[src/rtl/uart_tx_arbiter.sv]
// uart_tx_arbiter: round-robin sharing of one UART TX serializer among N byte requesters.
// Optional macro UART_ARB_TIMEOUT_EN aborts a grant whose transmitter never starts.
module uart_tx_arbiter #(
    parameter int N              = 4,
    parameter int PTR_W          = 2,
    parameter int TIMEOUT_CYCLES = 64
) (
    input  logic           clock,
    input  logic           reset,
    input  logic [N-1:0]   req,
    input  logic [8*N-1:0] req_data,
    output logic [N-1:0]   grant,
    output logic [N-1:0]   ack,
    output logic           busy,
    output logic           tx_send,
    output logic [7:0]     tx_data,
    input  logic           tx_ready,
    output logic           err
);
    typedef enum logic [1:0] {IDLE, ISSUE, WAIT_DONE} state_t;
    state_t           state_q, state_d;
    logic [N-1:0]     grant_q, grant_d, ack_q, ack_d;
    logic             tx_send_q, tx_send_d, err_q, err_d;
    logic [7:0]       tx_data_q, tx_data_d;
    logic [PTR_W-1:0] ptr_q, ptr_d, owner_q, owner_d, sel, idx, ptr_next;
    logic             found, timeout;
    // Scan from the highest offset down so the entry closest to ptr wins.
    always_comb begin
        sel = '0;
        found = 1'b0;
        idx = '0;
        for (int k = N - 1; k >= 0; k--) begin
            idx = PTR_W'((int'(ptr_q) + k) % N);
            if (req[idx]) begin
                sel = idx;
                found = 1'b1;
            end
        end
    end
    assign ptr_next = (owner_q == PTR_W'(N - 1)) ? '0 : owner_q + 1'b1;
`ifdef UART_ARB_TIMEOUT_EN
    localparam int CNT_W = $clog2(TIMEOUT_CYCLES + 1);
    logic [CNT_W-1:0] cnt_q, cnt_d;
    assign timeout = (cnt_q == CNT_W'(TIMEOUT_CYCLES - 1));
    assign cnt_d = (state_q == ISSUE && state_d == ISSUE) ? cnt_q + 1'b1 : '0;
    always_ff @(posedge clock or negedge reset) begin
        if (!reset) cnt_q <= '0;
        else cnt_q <= cnt_d;
    end
`else
    assign timeout = 1'b0;
`endif
    always_comb begin
        state_d = state_q;
        grant_d = grant_q;
        ack_d = '0;
        tx_send_d = tx_send_q;
        tx_data_d = tx_data_q;
        ptr_d = ptr_q;
        owner_d = owner_q;
        err_d = 1'b0;
        case (state_q)
            IDLE: begin
                tx_send_d = 1'b0;
                if (tx_ready && found) begin
                    state_d = ISSUE;
                    grant_d = N'(1) << sel;
                    owner_d = sel;
                    tx_send_d = 1'b1;
                    tx_data_d = req_data[{sel, 3'b000} +: 8];
                end
            end
            ISSUE: begin
                if (!tx_ready) begin
                    tx_send_d = 1'b0;
                    state_d = WAIT_DONE;
                end else if (timeout) begin
                    err_d = 1'b1;
                    tx_send_d = 1'b0;
                    grant_d = '0;
                    ptr_d = ptr_next;
                    state_d = IDLE;
                end
            end
            WAIT_DONE: begin
                if (tx_ready) begin
                    ack_d = grant_q;
                    grant_d = '0;
                    ptr_d = ptr_next;
                    state_d = IDLE;
                end
            end
            default: state_d = IDLE;
        endcase
    end
    always_ff @(posedge clock or negedge reset) begin
        if (!reset) begin
            state_q <= IDLE;
            grant_q <= '0;
            ack_q <= '0;
            tx_send_q <= 1'b0;
            tx_data_q <= 8'h00;
            ptr_q <= '0;
            owner_q <= '0;
            err_q <= 1'b0;
        end else begin
            state_q <= state_d;
            grant_q <= grant_d;
            ack_q <= ack_d;
            tx_send_q <= tx_send_d;
            tx_data_q <= tx_data_d;
            ptr_q <= ptr_d;
            owner_q <= owner_d;
            err_q <= err_d;
        end
    end
    assign grant = grant_q;
    assign ack = ack_q;
    assign busy = (state_q != IDLE);
    assign tx_send = tx_send_q;
    assign tx_data = tx_data_q;
    assign err = err_q;
endmodule
[config.mk]
export PLATFORM = sky130hd
export DESIGN_NAME = uart_tx_arbiter
export DESIGN_NICKNAME = d
export VERILOG_FILES = /design/src/rtl/uart_tx_arbiter.sv
export SDC_FILE = /design/constraint.sdc
export NUM_CORES = 1
export LEC_CHECK = 0
export ABC_CLOCK_PERIOD_IN_PS = 4200
export BUFFER_PORTS_ARGS = -buffer_cell sky130_fd_sc_hd__buf_4
export CORE_MARGIN = 5
export CORE_UTILIZATION = 49
export DETAILED_ROUTE_END_ITERATION = 6
export MAX_ROUTING_LAYER = met4
export PLACE_DENSITY = 0.83
export SLEW_MARGIN = 20
export SYNTH_ARGS = -nofsm -noshare
export SYNTH_HDL_FRONTEND = slang
export SYNTH_SLANG_ARGS = --single-unit
[constraint.sdc]
create_clock -name clock -period 4.2 [get_ports clock]
set_input_delay 0.21 -clock clock [delete_from_list [all_inputs] [get_ports clock]]
set_output_delay 0.21 -clock clock [all_outputs]
set_load 0.05 [all_outputs]
==> report_table.html <==
<table>
<tr><th>Metric</th><th>Value</th></tr>
<tr><th colspan="2">Status</th></tr>
<tr><td>Result of the run</td><td>finished, final reports clean</td></tr>
<tr><th colspan="2">Setup path</th></tr>
<tr><td>Critical R2R Capture</td><td>tx_data[5]$_DFFE_PN0P_</td></tr>
<tr><td>Classification of the worst setup path</td><td>register to register</td></tr>
<tr><td>Data arrival time of the critical path</td><td>2.30 ns</td></tr>
<tr><td>Critical path peak fanout</td><td>18</td></tr>
<tr><td>Worst path required time</td><td>approximately 4.4 ns</td></tr>
<tr><td>Worst setup SP type</td><td>register</td></tr>
<tr><td>Kind of capture point of the worst setup path</td><td>register</td></tr>
<tr><td>Depth of the worst register-to-register path</td><td>4</td></tr>
<tr><td>Reg-to-reg setup timing slack</td><td>around 2.1 ns</td></tr>
<tr><td>Source of the worst register-to-register timing path</td><td>state_q[1]$_DFFE_PN0P_</td></tr>
<tr><th colspan="2">Floorplan</th></tr>
<tr><td>Die outline area</td><td>3650 µm²</td></tr>
<tr><td>Horizontal extent of the die</td><td>just over 60 µm</td></tr>
<tr><td>I/O pin cnt</td><td>58</td></tr>
<tr><td>Height of the chip</td><td>between 60 and 70 µm</td></tr>
<tr><td>Number of placement rows</td><td>18</td></tr>
<tr><td>Initial core utilization</td><td>0.507</td></tr>
<tr><td>Std-Cell Core Area</td><td>roughly 2500 µm²</td></tr>
<tr><th colspan="2">Drt</th></tr>
<tr><td>Detailed-router iteration count before antenna repair</td><td>4</td></tr>
<tr><td>Count of unresolved DRC violations after routing</td><td>0</td></tr>
<tr><td>Routed wire length</td><td>3070 µm</td></tr>
<tr><td>Routed wire length per instance</td><td>15.7 µm</td></tr>
<tr><td>Number of vias per cell after detailed routing</td><td>5.46</td></tr>
<tr><td>DRT iter0 DRCs</td><td>23</td></tr>
<tr><td>Via total after detailed routing</td><td>1070</td></tr>
<tr><td>Remaining antenna violation count</td><td>0</td></tr>
<tr><th colspan="2">STA</th></tr>
<tr><td>Transition time at the pin with the least slew margin</td><td>0.680 ns</td></tr>
<tr><td>Worst slew margin</td><td>0.545</td></tr>
<tr><td>Timing-limited maximum frequency</td><td>485 MHz</td></tr>
<tr><td>Fin Hold WS</td><td>0.0670 ns</td></tr>
<tr><td>Period Utilization, post-route</td><td>0.491</td></tr>
<tr><td>Worst setup skew after layout</td><td>around 0.0026 ns</td></tr>
<tr><td>RSZ-0062 raised after global routing</td><td>false</td></tr>
<tr><td>Final total negative setup slack</td><td>0 ns</td></tr>
<tr><td>Post-layout min period</td><td>2.06 ns</td></tr>
<tr><td>Final-report max-slew violation count</td><td>0</td></tr>
<tr><td>Final setup violating endpoints</td><td>0</td></tr>
<tr><td>Hold Vio Cnt, Final</td><td>0</td></tr>
<tr><td>Final Worst Setup Slack</td><td>2.14 ns</td></tr>
<tr><th colspan="2">Cells and area</th></tr>
<tr><td>End-of-flow core utilization</td><td>0.695</td></tr>
<tr><td>Count of placed standard cells in the final layout, fillers left out</td><td>about 200</td></tr>
<tr><td>Synth-to-layout area growth</td><td>37.1%</td></tr>
<tr><td>Antenna diode instance count</td><td>0</td></tr>
<tr><td>Share of post-route cells with drive strength above 1</td><td>0.422</td></tr>
<tr><td>Cell area after layout</td><td>about 1700 µm²</td></tr>
<tr><td>Count of nets after finishing</td><td>207</td></tr>
<tr><th colspan="2">Power and ir drop</th></tr>
<tr><td>Ratio of total power to cell area</td><td>approximately 630 nW/µm²</td></tr>
<tr><td>Max IR drop VDD</td><td>0.000413 V</td></tr>
<tr><td>Pwr Total</td><td>roughly 1.1 mW</td></tr>
<tr><td>Standby leakage power</td><td>roughly 0.87 nW</td></tr>
<tr><th colspan="2">CTS</th></tr>
<tr><td>Number of buffers added by the clock tree synthesis step</td><td>3</td></tr>
<tr><td>Clock sink total</td><td>23</td></tr>
<tr><td>CTS max path bufs</td><td>2</td></tr>
<tr><td>Root cell of the clock tree</td><td>sky130_fd_sc_hd__clkbuf_4</td></tr>
<tr><td>Insertion delay of the later-clocked pin in the worst-skew pair</td><td>0.31 ns</td></tr>
<tr><td>TritonCTS clock tree</td><td>done</td></tr>
<tr><td># resized after CTS</td><td>0</td></tr>
<tr><td>CTS H-tree lvls</td><td>1</td></tr>
<tr><td>Clock-pin slew on the worst setup and hold paths</td><td>around 0.12 ns</td></tr>
<tr><th colspan="2">Synth</th></tr>
<tr><td>Fraction of synthesized cell area taken by the top area cell type</td><td>0.463</td></tr>
<tr><td>Warnings from Yosys</td><td>0</td></tr>
<tr><td>Synthesized instance count</td><td>110</td></tr>
<tr><td>Yosys reg bits</td><td>23</td></tr>
<tr><td>Sequential area share after synthesis</td><td>0.463</td></tr>
<tr><td>Post-synthesis area per instance</td><td>11.3 µm²</td></tr>
<tr><td>Largest area contributor in the netlist</td><td>sky130_fd_sc_hd__dfrtp_1</td></tr>
<tr><td>Top area cells in the synthesized netlist</td><td>sky130_fd_sc_hd__dfrtp_1 (46%), sky130_fd_sc_hd__mux2i_1 (13%), sky130_fd_sc_hd__o221ai_2 (9.7%), sky130_fd_sc_hd__nand2_1 (4.2%), sky130_fd_sc_hd__a32o_1 (3.2%)</td></tr>
<tr><td>Net count after synthesis</td><td>150</td></tr>
<tr><td>Number of distinct library cell variants in the gate-level netlist after synthesis</td><td>31</td></tr>
<tr><td>Mapped Area</td><td>between 1000 and 1500 µm²</td></tr>
<tr><th colspan="2">Global routing</th></tr>
<tr><td>Overflow left after global routing</td><td>0</td></tr>
<tr><td>Initial antenna violation count</td><td>0</td></tr>
<tr><td>All-layer global routing usage</td><td>0.179</td></tr>
<tr><td>Largest net degree at the start of global routing</td><td>24</td></tr>
<tr><td>Number of global-route vias before repair</td><td>1040</td></tr>
<tr><td>Wire length of the first global-routing pass</td><td>~4700 µm</td></tr>
<tr><th colspan="2">Place</th></tr>
<tr><td>Pre-CTS setup slack</td><td>2.00 ns</td></tr>
<tr><td>IO buf count</td><td>56</td></tr>
<tr><td>RD Place Congestion</td><td>0.755</td></tr>
<tr><td>Cell Count Post-Placement</td><td>190</td></tr>
<tr><td>Total placed instance area</td><td>1650 µm²</td></tr>
<tr><td>Post-DP HPWL</td><td>around 2400 µm</td></tr>
<tr><th colspan="2">Min path</th></tr>
<tr><td>Count of cells along the worst hold path</td><td>2</td></tr>
<tr><td>Worst Hold Endpoint</td><td>state_q[1]$_DFFE_PN0P_</td></tr>
<tr><td>Type of the tightest min-delay check</td><td>input port to register</td></tr>
<tr><td>Startpoint of the most critical hold path</td><td>tx_ready</td></tr>
<tr><th colspan="2">Job</th></tr>
<tr><td># Max-Cap Violations</td><td>0</td></tr>
</table>
Yosys cell counts:
| library cell | count |
|---|---|
| sky130_fd_sc_hd__a211oi_2 | 1 |
| sky130_fd_sc_hd__a21o_1 | 1 |
| sky130_fd_sc_hd__a21oi_1 | 3 |
| sky130_fd_sc_hd__a22o_1 | 2 |
| sky130_fd_sc_hd__a32o_1 | 4 |
| sky130_fd_sc_hd__and2_1 | 4 |
| sky130_fd_sc_hd__and3b_1 | 1 |
| sky130_fd_sc_hd__buf_12 | 1 |
| sky130_fd_sc_hd__buf_2 | 1 |
| sky130_fd_sc_hd__buf_4 | 2 |
| sky130_fd_sc_hd__buf_6 | 1 |
| sky130_fd_sc_hd__clkbuf_1 | 1 |
| sky130_fd_sc_hd__conb_1 | 1 |
| sky130_fd_sc_hd__dfrtp_1 | 23 |
| sky130_fd_sc_hd__ha_1 | 1 |
| sky130_fd_sc_hd__inv_1 | 4 |
| sky130_fd_sc_hd__mux2i_1 | 16 |
| sky130_fd_sc_hd__nand2_1 | 14 |
| sky130_fd_sc_hd__nand2b_1 | 3 |
| sky130_fd_sc_hd__nand2b_2 | 1 |
| sky130_fd_sc_hd__nand3_1 | 2 |
| sky130_fd_sc_hd__nand3b_1 | 1 |
| sky130_fd_sc_hd__nor2_1 | 6 |
| sky130_fd_sc_hd__nor2b_1 | 1 |
| sky130_fd_sc_hd__nor3_1 | 1 |
| sky130_fd_sc_hd__nor3b_1 | 2 |
| sky130_fd_sc_hd__o221ai_2 | 8 |
| sky130_fd_sc_hd__o22ai_1 | 1 |
| sky130_fd_sc_hd__o31ai_1 | 1 |
| sky130_fd_sc_hd__or3_1 | 1 |
| sky130_fd_sc_hd__xnor2_1 | 1 |
layout by cell type, fill, tap and decap left out:
cell type,Yosys,routed
sky130_fd_sc_hd__mux2i_1,16,16
sky130_fd_sc_hd__buf_8,0,1
sky130_fd_sc_hd__nand3b_1,1,1
sky130_fd_sc_hd__ha_1,1,1
sky130_fd_sc_hd__conb_1,1,1
sky130_fd_sc_hd__nand3_1,2,2
sky130_fd_sc_hd__nor2b_1,1,1
sky130_fd_sc_hd__a22o_1,2,2
sky130_fd_sc_hd__nand2b_2,1,1
sky130_fd_sc_hd__dlygate4sd3_1,0,1
sky130_fd_sc_hd__o221ai_2,8,8
sky130_fd_sc_hd__clkbuf_4,0,3
sky130_fd_sc_hd__and2_1,4,4
sky130_fd_sc_hd__buf_4,2,56
sky130_fd_sc_hd__or3_1,1,1
sky130_fd_sc_hd__xnor2_1,1,1
sky130_fd_sc_hd__inv_1,4,4
sky130_fd_sc_hd__nor3b_1,2,2
sky130_fd_sc_hd__o31ai_1,1,1
sky130_fd_sc_hd__a211oi_4,0,1
sky130_fd_sc_hd__nand2b_1,3,3
sky130_fd_sc_hd__nor2_1,6,6
sky130_fd_sc_hd__a32o_1,4,4
sky130_fd_sc_hd__o22ai_1,1,1
sky130_fd_sc_hd__clkbuf_1,1,1
sky130_fd_sc_hd__a21o_1,1,1
sky130_fd_sc_hd__and3b_1,1,1
sky130_fd_sc_hd__nand2_1,14,14
sky130_fd_sc_hd__a21oi_1,3,3
sky130_fd_sc_hd__dfrtp_1,23,23
sky130_fd_sc_hd__nor3_1,1,1
cells by family after synthesis:
family,after synthesis,share of synthesized area
simple gates,37,0.150
flops,23,0.463
compound gates,21,0.182
mux,16,0.129
buf+inv,10,0.0563
fa+ha+maj,1,0.0101
other cells,1,0.00302
xor+xnor,1,0.00704
registers in the layout (all words and copies together), names as in the netlist:
| signal | count |
|---|---|
| tx_send | 1 |
| ptr_q | 2 |
| owner_q | 2 |
| ack | 4 |
| state_q | 2 |
| grant | 4 |
| tx_data | 8 |
worst max-delay path by stage:
stage / endpoint / from / cells after the start / slack (ns)
after floorplan: tx_data[0]$_DFFE_PN0P_ / ptr_q[0]$_DFFE_PN0P_ / 7 / 2.70
after global placement: tx_data[0]$_DFFE_PN0P_ / ptr_q[0]$_DFFE_PN0P_ / 5 / 2.12
after detailed placement: tx_data[6]$_DFFE_PN0P_ / ptr_q[0]$_DFFE_PN0P_ / 5 / 2.00
after CTS: tx_data[6]$_DFFE_PN0P_ / ptr_q[0]$_DFFE_PN0P_ / 5 / 1.99
after global routing: tx_data[7]$_DFFE_PN0P_ / state_q[1]$_DFFE_PN0P_ / 4 / 1.97
final: tx_data[5]$_DFFE_PN0P_ / state_q[1]$_DFFE_PN0P_ / 4 / 2.14
critical path: stages (launching register included):
cell and delay [ns]:
sky130_fd_sc_hd__dfrtp_1 0.46, sky130_fd_sc_hd__nor2_1 0.21, sky130_fd_sc_hd__nand3_1 0.48, sky130_fd_sc_hd__nand2b_1 0.55, sky130_fd_sc_hd__o221ai_2 0.28
where the power goes:
group | leakage (nW) | internal (mW) | total [mW] | switching (mW)
Combinational | 0.557 | 0.233 | 0.617 | 0.384
Clock | 0.0150 | 0.0372 | 0.104 | 0.0667
Sequential | 0.296 | 0.298 | 0.360 | 0.0621
final cells by class:
type	count	area [µm²]
fill	189	749
tap	30	37.5
sequential	23	576
clock buffer	4	26.3
timing repair buffer	58	445
inverter	4	15.0
multi-input combinational	77	606
layer usage:
layer,share of wire,global-route usage
met2,0.54,0.292
met3,0.052,0.0489
met4,0.0081,0.0380
met1,0.40,0.222
met5,0,-
timing repair:
action	4_1_cts	5_1_grt
hold buffers	1	0
buffers inserted	0	0
hold endpoints to repair	23	0
(Power assumes the default switching activity.)
